==> src/rtl/reg_arb_pkg.sv <==
// Shared widths and typedefs for the register-file write arbiter.
package reg_arb_pkg;

    localparam int unsigned DATA_W_DEF = 32;
    localparam int unsigned ADDR_W_DEF = 5;

    typedef enum logic {
        SLOT_EMPTY = 1'b0,
        SLOT_FULL  = 1'b1
    } slotState_t;

    typedef enum logic {
        REQ_0 = 1'b0,
        REQ_1 = 1'b1
    } reqId_t;

    function automatic reqId_t otherReq(input reqId_t id);
        return (id == REQ_0) ? REQ_1 : REQ_0;
    endfunction

endpackage

==> src/rtl/reg_arb_slot.sv <==
// One-entry holding slot for a write requester, with an age bit used to
// order two held writes that target the same register.
module reg_arb_slot
    import reg_arb_pkg::*;
#(
    parameter int unsigned DATA_W = DATA_W_DEF,
    parameter int unsigned ADDR_W = ADDR_W_DEF
) (
    input  logic              Clk,
    input  logic              Reset_n,
    input  logic              load,
    input  logic [ADDR_W-1:0] loadReg,
    input  logic [DATA_W-1:0] loadData,
    input  logic              grant,
    input  logic              ageIn,
    output slotState_t        state,
    output logic [ADDR_W-1:0] heldReg,
    output logic [DATA_W-1:0] heldData,
    output logic              isOlder
);

    slotState_t stateNext;

    always_ff @(posedge Clk or negedge Reset_n) begin
        if (!Reset_n) begin
            state <= SLOT_EMPTY;
        end else begin
            state <= stateNext;
        end
    end

    // A granted slot may be refilled in the same cycle it drains.
    always_comb begin
        stateNext = state;
        case (state)
            SLOT_EMPTY: if (load) stateNext = SLOT_FULL;
            SLOT_FULL:  if (grant) stateNext = load ? SLOT_FULL : SLOT_EMPTY;
            default:    stateNext = SLOT_EMPTY;
        endcase
    end

    always_ff @(posedge Clk or negedge Reset_n) begin
        if (!Reset_n) begin
            heldReg  <= '0;
            heldData <= '0;
            isOlder  <= 1'b0;
        end else begin
            if (load) begin
                heldReg  <= loadReg;
                heldData <= loadData;
            end
            isOlder <= ageIn;
        end
    end

endmodule

==> src/rtl/reg_write_arbiter.sv <==
// Two-requester register-file write arbiter with one holding slot per
// requester. Define REG_ARB_ROUND_ROBIN_EN for alternating grants under
// contention; otherwise requester 0 has fixed priority.
module reg_write_arbiter
    import reg_arb_pkg::*;
#(
    parameter int unsigned DATA_W = DATA_W_DEF,
    parameter int unsigned ADDR_W = ADDR_W_DEF
) (
    input  logic                      Clk,
    input  logic                      Reset_n,
    input  logic                      Req0Valid,
    input  logic [ADDR_W-1:0]         Req0Reg,
    input  logic [DATA_W-1:0]         Req0Data,
    output logic                      Req0Ready,
    input  logic                      Req1Valid,
    input  logic [ADDR_W-1:0]         Req1Reg,
    input  logic [DATA_W-1:0]         Req1Data,
    output logic                      Req1Ready,
    output logic                      RegWrite,
    output logic [ADDR_W-1:0]         WriteRegister,
    output logic [DATA_W-1:0]         WriteData,
    output logic [(2**ADDR_W)-1:0]    PendingMask,
    output logic                      Idle
);

    slotState_t        state0, state1;
    logic [ADDR_W-1:0] reg0, reg1;
    logic [DATA_W-1:0] data0, data1;
    logic              older0, older1;
    logic              full0, full1;
    logic              write0, write1;
    logic              keep0, keep1;
    logic              grant0, grant1, anyGrant;
    logic              slot0OlderNext;
    logic              readyEn;
    reqId_t            winner;

    // Ready stays low during reset and rises on the first edge after release.
    always_ff @(posedge Clk or negedge Reset_n) begin
        if (!Reset_n) begin
            readyEn <= 1'b0;
        end else begin
            readyEn <= 1'b1;
        end
    end

    assign full0 = (state0 == SLOT_FULL);
    assign full1 = (state1 == SLOT_FULL);

    // Ready depends only on slot state and arbitration, never on Valid.
    assign Req0Ready = readyEn && (!full0 || grant0);
    assign Req1Ready = readyEn && (!full1 || grant1);

    // Writes to register 0 are accepted but never stored.
    assign write0 = Req0Valid && Req0Ready && (Req0Reg != '0);
    assign write1 = Req1Valid && Req1Ready && (Req1Reg != '0);

`ifdef REG_ARB_ROUND_ROBIN_EN
    reqId_t rrPtr;

    always_ff @(posedge Clk or negedge Reset_n) begin
        if (!Reset_n) begin
            rrPtr <= REQ_0;
        end else if (anyGrant) begin
            rrPtr <= otherReq(winner);
        end
    end
`endif

    // Same-register entries drain oldest first; otherwise the configured policy.
    always_comb begin
        winner = REQ_0;
        if (full0 && full1) begin
            if (reg0 == reg1) begin
                winner = (older1 && !older0) ? REQ_1 : REQ_0;
            end else begin
`ifdef REG_ARB_ROUND_ROBIN_EN
                winner = rrPtr;
`else
                winner = REQ_0;
`endif
            end
        end else if (full1) begin
            winner = REQ_1;
        end
    end

    assign anyGrant = full0 || full1;
    assign grant0   = anyGrant && (winner == REQ_0);
    assign grant1   = anyGrant && (winner == REQ_1);
    assign keep0    = full0 && !grant0;
    assign keep1    = full1 && !grant1;

    // A newly loaded entry is younger than any entry that remains held.
    always_comb begin
        slot0OlderNext = older0;
        if (write0 && write1) begin
            slot0OlderNext = 1'b1;
        end else if (write0) begin
            slot0OlderNext = !keep1;
        end else if (write1) begin
            slot0OlderNext = keep0;
        end
    end

    reg_arb_slot #(.DATA_W(DATA_W), .ADDR_W(ADDR_W)) uSlot0 (
        .Clk      (Clk),
        .Reset_n  (Reset_n),
        .load     (write0),
        .loadReg  (Req0Reg),
        .loadData (Req0Data),
        .grant    (grant0),
        .ageIn    (slot0OlderNext),
        .state    (state0),
        .heldReg  (reg0),
        .heldData (data0),
        .isOlder  (older0)
    );

    reg_arb_slot #(.DATA_W(DATA_W), .ADDR_W(ADDR_W)) uSlot1 (
        .Clk      (Clk),
        .Reset_n  (Reset_n),
        .load     (write1),
        .loadReg  (Req1Reg),
        .loadData (Req1Data),
        .grant    (grant1),
        .ageIn    (!slot0OlderNext),
        .state    (state1),
        .heldReg  (reg1),
        .heldData (data1),
        .isOlder  (older1)
    );

    // Output stage: the winner is presented for exactly one cycle; the
    // index and data hold their last values while RegWrite is low.
    always_ff @(posedge Clk or negedge Reset_n) begin
        if (!Reset_n) begin
            RegWrite      <= 1'b0;
            WriteRegister <= '0;
            WriteData     <= '0;
        end else begin
            RegWrite <= anyGrant;
            if (anyGrant) begin
                WriteRegister <= (winner == REQ_1) ? reg1 : reg0;
                WriteData     <= (winner == REQ_1) ? data1 : data0;
            end
        end
    end

    // Decoded from the slot and output-stage flops, so a bit shared by two
    // entries stays set until the last of them leaves the output stage.
    always_comb begin
        PendingMask = '0;
        if (full0)    PendingMask[reg0] = 1'b1;
        if (full1)    PendingMask[reg1] = 1'b1;
        if (RegWrite) PendingMask[WriteRegister] = 1'b1;
    end

    assign Idle = !full0 && !full1 && !RegWrite;

endmodule

==> config.mk <==
export PLATFORM = sky130hd
export DESIGN_NAME = reg_write_arbiter
export DESIGN_NICKNAME = d
export VERILOG_FILES = /design/src/rtl/reg_arb_pkg.sv /design/src/rtl/reg_arb_slot.sv /design/src/rtl/reg_write_arbiter.sv
export SDC_FILE = /design/constraint.sdc
export NUM_CORES = 1
export LEC_CHECK = 0
export CAP_MARGIN = 0
export CORE_MARGIN = 2
export CORE_UTILIZATION = 45
export DETAILED_ROUTE_END_ITERATION = 10
export HOLD_SLACK_MARGIN = 0.1
export PLACE_DENSITY = 0.86
export SYNTH_ARGS = -nofsm -noshare
export SYNTH_HDL_FRONTEND = slang
export SYNTH_HIERARCHICAL = 1
export SYNTH_SLANG_ARGS = --single-unit
==> constraint.sdc <==
create_clock -name Clk -period 6.85 [get_ports Clk]
set_input_delay 1.37 -clock Clk [delete_from_list [all_inputs] [get_ports Clk]]
set_output_delay 1.37 -clock Clk [all_outputs]
set_load 0.1 [all_outputs]
Word level (Yosys, flattened, before mapping)
Cells that the tools add are included.
{ "classes": {"n_eq_ne": 1, "shifts": 0, "mux": 24, "magnitude_cmp": 6, "mul": 0, "n_addsub": 0, "n_reduce_logical": 31, "bitwise_logic": 5, "div": 0} }
{ "ops": {"columns": ["cell", "n"], "rows": [
  ["$mux 32", 4],
  ["$or 32x32->32", 2],
  ["$logic_and 1x1->1", 18],
  ["$lt 5x6->1 const B", 3],
  ["$demux 1 s5", 3],
  ["$ge 5x1->1 const B", 3],
  ["$mux 1", 14],
  ["$reduce_bool 5->1", 2],
  ["$logic_not 1->1", 8],
  ["$eq 5x5->1", 1],
  ["$mux 5", 1],
  ["$pmux 1 s2", 2],
  ["$logic_or 1x1->1", 3],
  ["$not 1->1", 3]
]} }
{ "totals": {"mem_bits_rw": 0, "n_memories": 0, "latchBits": 0, "wordCells": 79, "reg_bits": 117, "input_bits": 78, "mem_bits_ro": 0} }

Longest topological paths before layout
Gate-level depths: netlist (run 1).
{ "logic_depth": {"word_depth": 14, "ltp_mapped": 9} }

Hierarchy
The synthesis (run 1) kept the hierarchy.
{ "modules_own_cells": {"columns": ["module", "area_each_um2", "cells_per_inst", "seq_area_each_um2", "n_inst"], "rows": [
  ["reg_write_arbiter", 3098.0, 356, 975.9, 1],
  ["reg_arb_slot", 1514.0, 82, 975.9, 2]
]} }

Least setup slack after synthesis (run 1)
Ideal clock, no wire load.
{ "synth_path": {"path_type": "reg-to-output", "start": "register RegWrite", "end": "output port PendingMask[24]", "t_required_ns": 5.480, "path_stages_with_launch": 4, "arrival_ns": 2.382, "path_slack_ns": 3.098, "path_cell_list": "dfrtp_1 nor3b_1 a22oi_1 nand2_1"} }
{ "synth_via": {"elab_chain_cells": 1} }
{ "synth_rtl": {"columns": ["item", "line_no", "rtl"], "rows": [
  ["from (decl)", "reg_write_arbiter.sv:20", "output logic RegWrite,"],
  ["from (signal assigned)", "reg_write_arbiter.sv:143", "RegWrite <= anyGrant;"],
  ["$mux 32", "reg_write_arbiter.sv:157", "if (RegWrite) PendingMask[WriteRegister] = 1'b1;"],
  ["to (decl)", "reg_write_arbiter.sv:23", "output logic [(2**ADDR_W)-1:0] PendingMask,"]
]} }
No other way between the ends.

Final worst setup path (run 1)
{ "layout_path": {"start": "register uSlot0.state", "end": "output port PendingMask[28]"} }
{ "layout_via": {"elab_chain_cells": 5} }
{ "layout_rtl": {"columns": ["item", "line_no", "rtl"], "rows": [
  ["from (decl)", "reg_arb_slot.sv:16", "output slotState_t state,"],
  ["from (signal assigned)", "reg_arb_slot.sv:28", "state <= stateNext;"],
  ["$mux 32 (*)", "reg_write_arbiter.sv:155", "if (full0) PendingMask[reg0] = 1'b1;"],
  ["$or 32x32->32 (no source line)", null, null],
  ["$mux 32 (*)", "reg_write_arbiter.sv:156", "if (full1) PendingMask[reg1] = 1'b1;"],
  ["$or 32x32->32 (no source line)", null, null],
  ["$mux 32 (*)", "reg_write_arbiter.sv:157", null]
]} }
Mark *: on every way between the ends. The rest lies on a longest branch, timed or not.

==> impl_metrics.yaml, run 1 <==
status:
  status: "finished clean"
routing:
  vias: 4875
  drt_pass1_iterations: 5
  vias_per_cell: 5.82
  drt_iter0_markers: 409
  ant_nets: 0
  routedWlPerCell_um: 20.0
  drc: 0
  wirelength_um: 16800
die:
  rows: 42
  die_x_um: 121
  initial_core_util_pct: 46.3
  core_um2: 13200
  die_area_um2: 14600
  io_pins: 151
  dieHeight_um: 121
yosys:
  yosysTopAreaCell: "dfrtp_1"
  ys.flop_type: "dfrtp_1"
  syn_area_um2: 6130
  yosysTopAreaCellShare_pct: 47.8
  ys_types: 38
  ys_ff_latch: 117
  postSynthCellCount: 520
  yosys_warnings: 6
  synth_area_leaders: "dfrtp_1, mux2_4, mux2_2"
  synth_most_common_cell: "dfrtp_1"
  syn_area_per_cell_um2: 11.8
  synthArstFlopShare_pct: 100
  seq_area_frac_synth_pct: 47.8
  syn_nets: 598
  synth_edf_count: 0
  synthTopCellsByCount: "dfrtp_1, nand2_1, mux2_4"
power_and_ir_drop:
  p_comb_share_pct: 54.3
  leakagePower_nw: 3.58
  p_seq_share_pct: 26.8
  power_frac_clock_pct: 18.9
  power_mw: 4.39
  swShare_pct: 49.9
  p_sw_mw: 2.19
  intPower_mw: 2.20
  ir_drop_v: 0.000358
  power_density_nw_per_um2: 534
job:
  cap_violations: 0
setup_path:
  worstSetupPathType: "flip-flop to output port"
  end_kind: "output port"
  required_ps: 5480
  critPathBufInv: 1
  worst_setup_path_start_kind: "flip-flop"
  max_stage_delay_ps: 1130
  critPathTopFamily: "buffers and inverters"
  arrival_ps: 3840
  crit_chain: "nor3b_1 > a22oi_1 > nand2_1 > clkdlybuf4s50_1"
  critical_path.max_fanout: 48
  critPathSlowestCell: "clkdlybuf4s50_1"
placed_design:
  dpl.hpwl_um: 11200
  io_buffer_count: 150
  place_congestion: 0.906
sta:
  fin_crit_sh_pct: 76.0
  min_period_ps: 5210
  setup_viol: 0
  rsz0062_at_grt: "false"
  slew_headroom_pct: 22.2
  worst-slew-pin-transition_ps: 1160
  whs_ps: 506
  skew_ps: 11.9
  fmax_mhz: 192
  setup-tns-final_ps: 0
  slew_violations: 0
  hold_viol: 0
cts:
  cts_tree: "yes"
  cts.repair.resized: 0
  cts_buffers: 17
  max-clock-path-buffers: 2
  postCtsSetupRepairBufs: 0
  worst_setup_hold_path_clk_slew_ps: 50
  cts.sinks: 117
  htreeDepth: 4
  clock-root-buffer: "clkbuf_16"
  clk_latency_ps: 410
  cts_hold_buf: 0
global_route:
  grt_pass1_vias: 5008
  grt.overflow.total: 0
  grt_max_degree: 68
  grt_pass1_wl_um: 27000
  grt_antenna_before_repair: 0
  globalRouteTotalUtil_pct: 23.7
layout:
  drive_above_1_share_pct: 24.1
  post-route-util_pct: 62.0
  final_nets: 730
  diodes: 0
  area_growth_syn_to_layout_pct: 34.0
worst_hold_path:
  hp-class: "flip-flop to flip-flop"
worst reg2reg max path: stages, from the launching register on:
cell	delay, ps
dfrtp_1	500
xor2_1	220
or4_4	530
or3_1	410
a31oi_4	470
buf_4	560
mux2_2	410
sequential cells by signal (all words and copies together), names as in the netlist:
signal	cells
RegWrite	1
WriteData	32
WriteRegister	5
readyEn	1
uSlot0/heldData	32
uSlot0/heldReg	5
uSlot0/isOlder	1
uSlot0/state	1
uSlot1/heldData	32
uSlot1/heldReg	5
uSlot1/isOlder	1
uSlot1/state	1
power by group through the flow:
| stage | clock network [mW] | registers [mW] | logic (mW) |
|---|---|---|---|
| 2_1_floorplan | 0 | 1.90 | 1.07 |
| 3_3_place_gp | 0 | 1.16 | 2.34 |
| 3_5_place_dp | 0 | 1.18 | 2.37 |
| 4_1_cts | 0.833 | 1.18 | 2.39 |
| 5_1_grt | 0.864 | 1.21 | 2.48 |
| 6_report | 0.827 | 1.18 | 2.38 |
area by class of cell:
type / count / area [um^2]
inverter: 6 / 22.5
sequential: 117 / 2930
multi-input combinational: 354 / 2970
fill: 1079 / 5030
clock buffer: 22 / 464
tap: 176 / 220
clock inverter: 6 / 80.1
timing repair buffer: 156 / 1520
final timing paths:
kind	endpoint	cells after the start	slack, ps	start
max reg2reg	uSlot1/heldData[31]	6	3620	uSlot0/heldReg[2]
max in group asynchronous	uSlot1/heldData[12]	2	4590	Reset_n
min in group asynchronous	uSlot1/heldData[8]	1	1050	Reset_n
max	PendingMask[28]	4	1640	uSlot0/state
min	uSlot0/heldData[4]	1	510	uSlot0/heldData[4]
min reg2reg	uSlot0/heldData[4]	1	510	uSlot0/heldData[4]
logic make-up after synthesis:
group	count (synthesis)	synth area share [%]
and+or+nand+nor	153	12.9
AOI/OAI and AO/OA	118	17.9
DFF	117	47.8
muxes	77	16.4
buffers and inverters	49	4.25
xor gates and xnor gates	5	0.715
other	1	0.0612
layout by cell type (no fill, tap or decap), drive strengths merged, types with 6 or more instances in the layout:
cell type      instances
and2                  36
o221a                 37
nand2                 69
clkbuf                22
and3b                  6
inv                    6
nor2                  10
and3                   6
mux2                  75
nor3b                 12
clkdlybuf4s50        140
a211o                 36
a22oi                 30
buf                   16
dfrtp                117
routing by layer:
metal / share of wire, % / track usage, % / up-vias
met2: 49 / 39.5 / 253
met5: 0 / 0 / -
met1: 42 / 30.3 / 2405
li1: - / - / 2194
met4: 1.5 / 7.19 / 0
met3: 7.5 / 5.90 / 23
through the flow:
stage,area (um^2),setup slack (ps),std cells
after floorplan,6130,3100,520
after global routing,8210,1440,837
after CTS,8210,1690,837
final,8210,1640,837
after detailed placement,7670,2110,809
after global placement,7670,2120,809
Note: power is estimated with default switching activity, not from simulation.
==> inputs of run 2 (changes only) <==
==> constraint.sdc (replaced) <==
create_clock -name Clk -period 4.94 [get_ports Clk]
set_input_delay 0.988 -clock Clk [delete_from_list [all_inputs] [get_ports Clk]]
set_output_delay 0.988 -clock Clk [all_outputs]
set_load 0.1 [all_outputs]
==> run 2 against run 1 <==
Effect of this change: clock power increased by 63%; register-to-register slack worse by 2200 ps; cell area up 3.0%; die area is the same; non-clock buffer count is 1 higher; sequential share of layout area decreased by 1.0 points; sequential cell count stayed put; total power increased by 46%; combinational power up 43%; worst setup slack got worse by 270 ps; wire length increased by 5.8%; via count rose by 1.2%; largest cell class unchanged; highest routed layer unchanged.
==> impl_metrics.yaml, run 2 (same netlist as run 1, synthesis figures left out) <==
sta:
  hold_viol: 0
  fin_crit_sh_pct: 72.1
  setup_slack_ps: 1380
  whs_ps: 518
  fmax_mhz: 281
  slew_violations: 0
  skew_ps: 11.9
  setup_viol: 0
  rsz0062_at_grt: "false"
  slew_headroom_pct: 18.9
  min_period_ps: 3560
  worst-slew-pin-transition_ps: 1210
  setup-tns-final_ps: 0
routing:
  drc: 0
  drt_iter0_markers: 546
  vias_per_cell: 5.86
  drt_pass1_iterations: 5
  wirelength_um: 17700
  routedWlPerCell_um: 21.1
  ant_nets: 0
  vias: 4932
placed_design:
  place_congestion: 0.882
  io_buffer_count: 150
  dpl.hpwl_um: 11600
  placed_area_um2: 7810
  pre_cts_slack_ps: 1360
layout:
  final_nets: 731
  mostFrequentLayoutCell: "dfrtp_1"
  drive_above_1_share_pct: 28.7
  layout_common_cells: "dfrtp_1, clkdlybuf4s50_1, nand2_1"
  diodes: 0
  reg_top3: "WriteData x32, uSlot0/heldData x32, uSlot1/heldData x32"
  final_area_um2: 8460
  area_growth_syn_to_layout_pct: 38.1
job:
  cap_violations: 0
cts:
  cts.sinks: 117
  clk_latency_ps: 420
  cts.repair.resized: 0
  htreeDepth: 4
  max-clock-path-buffers: 2
  cts_hold_buf: 0
  worst_setup_hold_path_clk_slew_ps: 50
  postCtsSetupRepairBufs: 0
  cts_buffers: 17
  cts_tree: "yes"
  clock-root-buffer: "clkbuf_16"
setup_path:
  worst_setup_path_start_kind: "flip-flop"
  end_kind: "output port"
  critical_path.max_fanout: 12
  r2r_start: "uSlot1/heldReg[2]"
  crit_path_start: "uSlot1/heldReg[2]"
  worstSetupPathType: "flip-flop to output port"
  required_ps: 3950
  arrival_ps: 2570
global_route:
  grt_max_degree: 80
  grt.overflow.total: 0
  grt_antenna_before_repair: 0
  grt_pass1_wl_um: 28200
  globalRouteTotalUtil_pct: 25.0
  grt_pass1_vias: 5168
worst_hold_path:
  hp-class: "flip-flop to flip-flop"
  hold_start: "uSlot0/heldData[26]"
die:
  die_x_um: 121
  die_area_um2: 14600
  initial_core_util_pct: 46.3
  core_um2: 13200
  io_pins: 151
  dieHeight_um: 121
  rows: 42
power_and_ir_drop:
  ir_drop_v: 0.000481
  leakagePower_nw: 3.71
  power_density_nw_per_um2: 754
status:
  status: "finished clean"
[run 2: layer usage]
layer | up-vias | wire (um) | global-route usage [%]
li1 | 2196 | - | -
met1 | 2480 | 7430 | 32.5
met2 | 223 | 8650 | 40.5
met3 | 33 | 1310 | 6.42
met4 | 0 | 342 | 8.94
met5 | - | 0 | 0
[run 2: worst paths after layout]
path                                       end  slack, ps  depth (start not counted)
max in group asynchronous  uSlot1/heldData[21]       3130                          2
min reg2reg                uSlot0/heldData[26]        520                          1
min                        uSlot0/heldData[26]        520                          1
max reg2reg                 uSlot1/heldData[4]       1420                          6
min in group asynchronous   uSlot0/heldData[6]        740                          1
max                                  Req1Ready       1380                          5
[run 2: final cells by class]
| cell class | count | area, um^2 |
|---|---|---|
| clock buffer | 20 | 447 |
| sequential | 117 | 2930 |
| tap | 176 | 220 |
| timing repair buffer | 157 | 1660 |
| fill | 1029 | 4780 |
| clock inverter | 12 | 203 |
| inverter | 6 | 22.5 |
| multi-input combinational | 354 | 2970 |
[run 2: stage by stage]
| stage | power (mW) | utilization, % | instances |
|---|---|---|---|
| 2_1_floorplan | 4.12 | - | 520 |
| 3_3_place_gp | 4.94 | 59.0 | 810 |
| 3_5_place_dp | 5.01 | 59.0 | 810 |
| 4_1_cts | 6.39 | 63.9 | 842 |
| 5_1_grt | 6.62 | 63.9 | 842 |
| 6_report | 6.38 | 63.9 | 842 |
[run 2: where the power goes]
part	leakage, nW	internal [mW]	switching, mW
registers	1.36	1.28	0.334
logic	2.05	1.06	2.35
clock network	0.302	0.908	0.445
total	3.71	3.25	3.13
[run 2: worst max-delay path, cell delays in order (launching register included)]
cell,delay (ps)
dfrtp_1,520
xor2_1,240
or4_4,530
nor3_1,380
o21a_1,200
buf_4,290
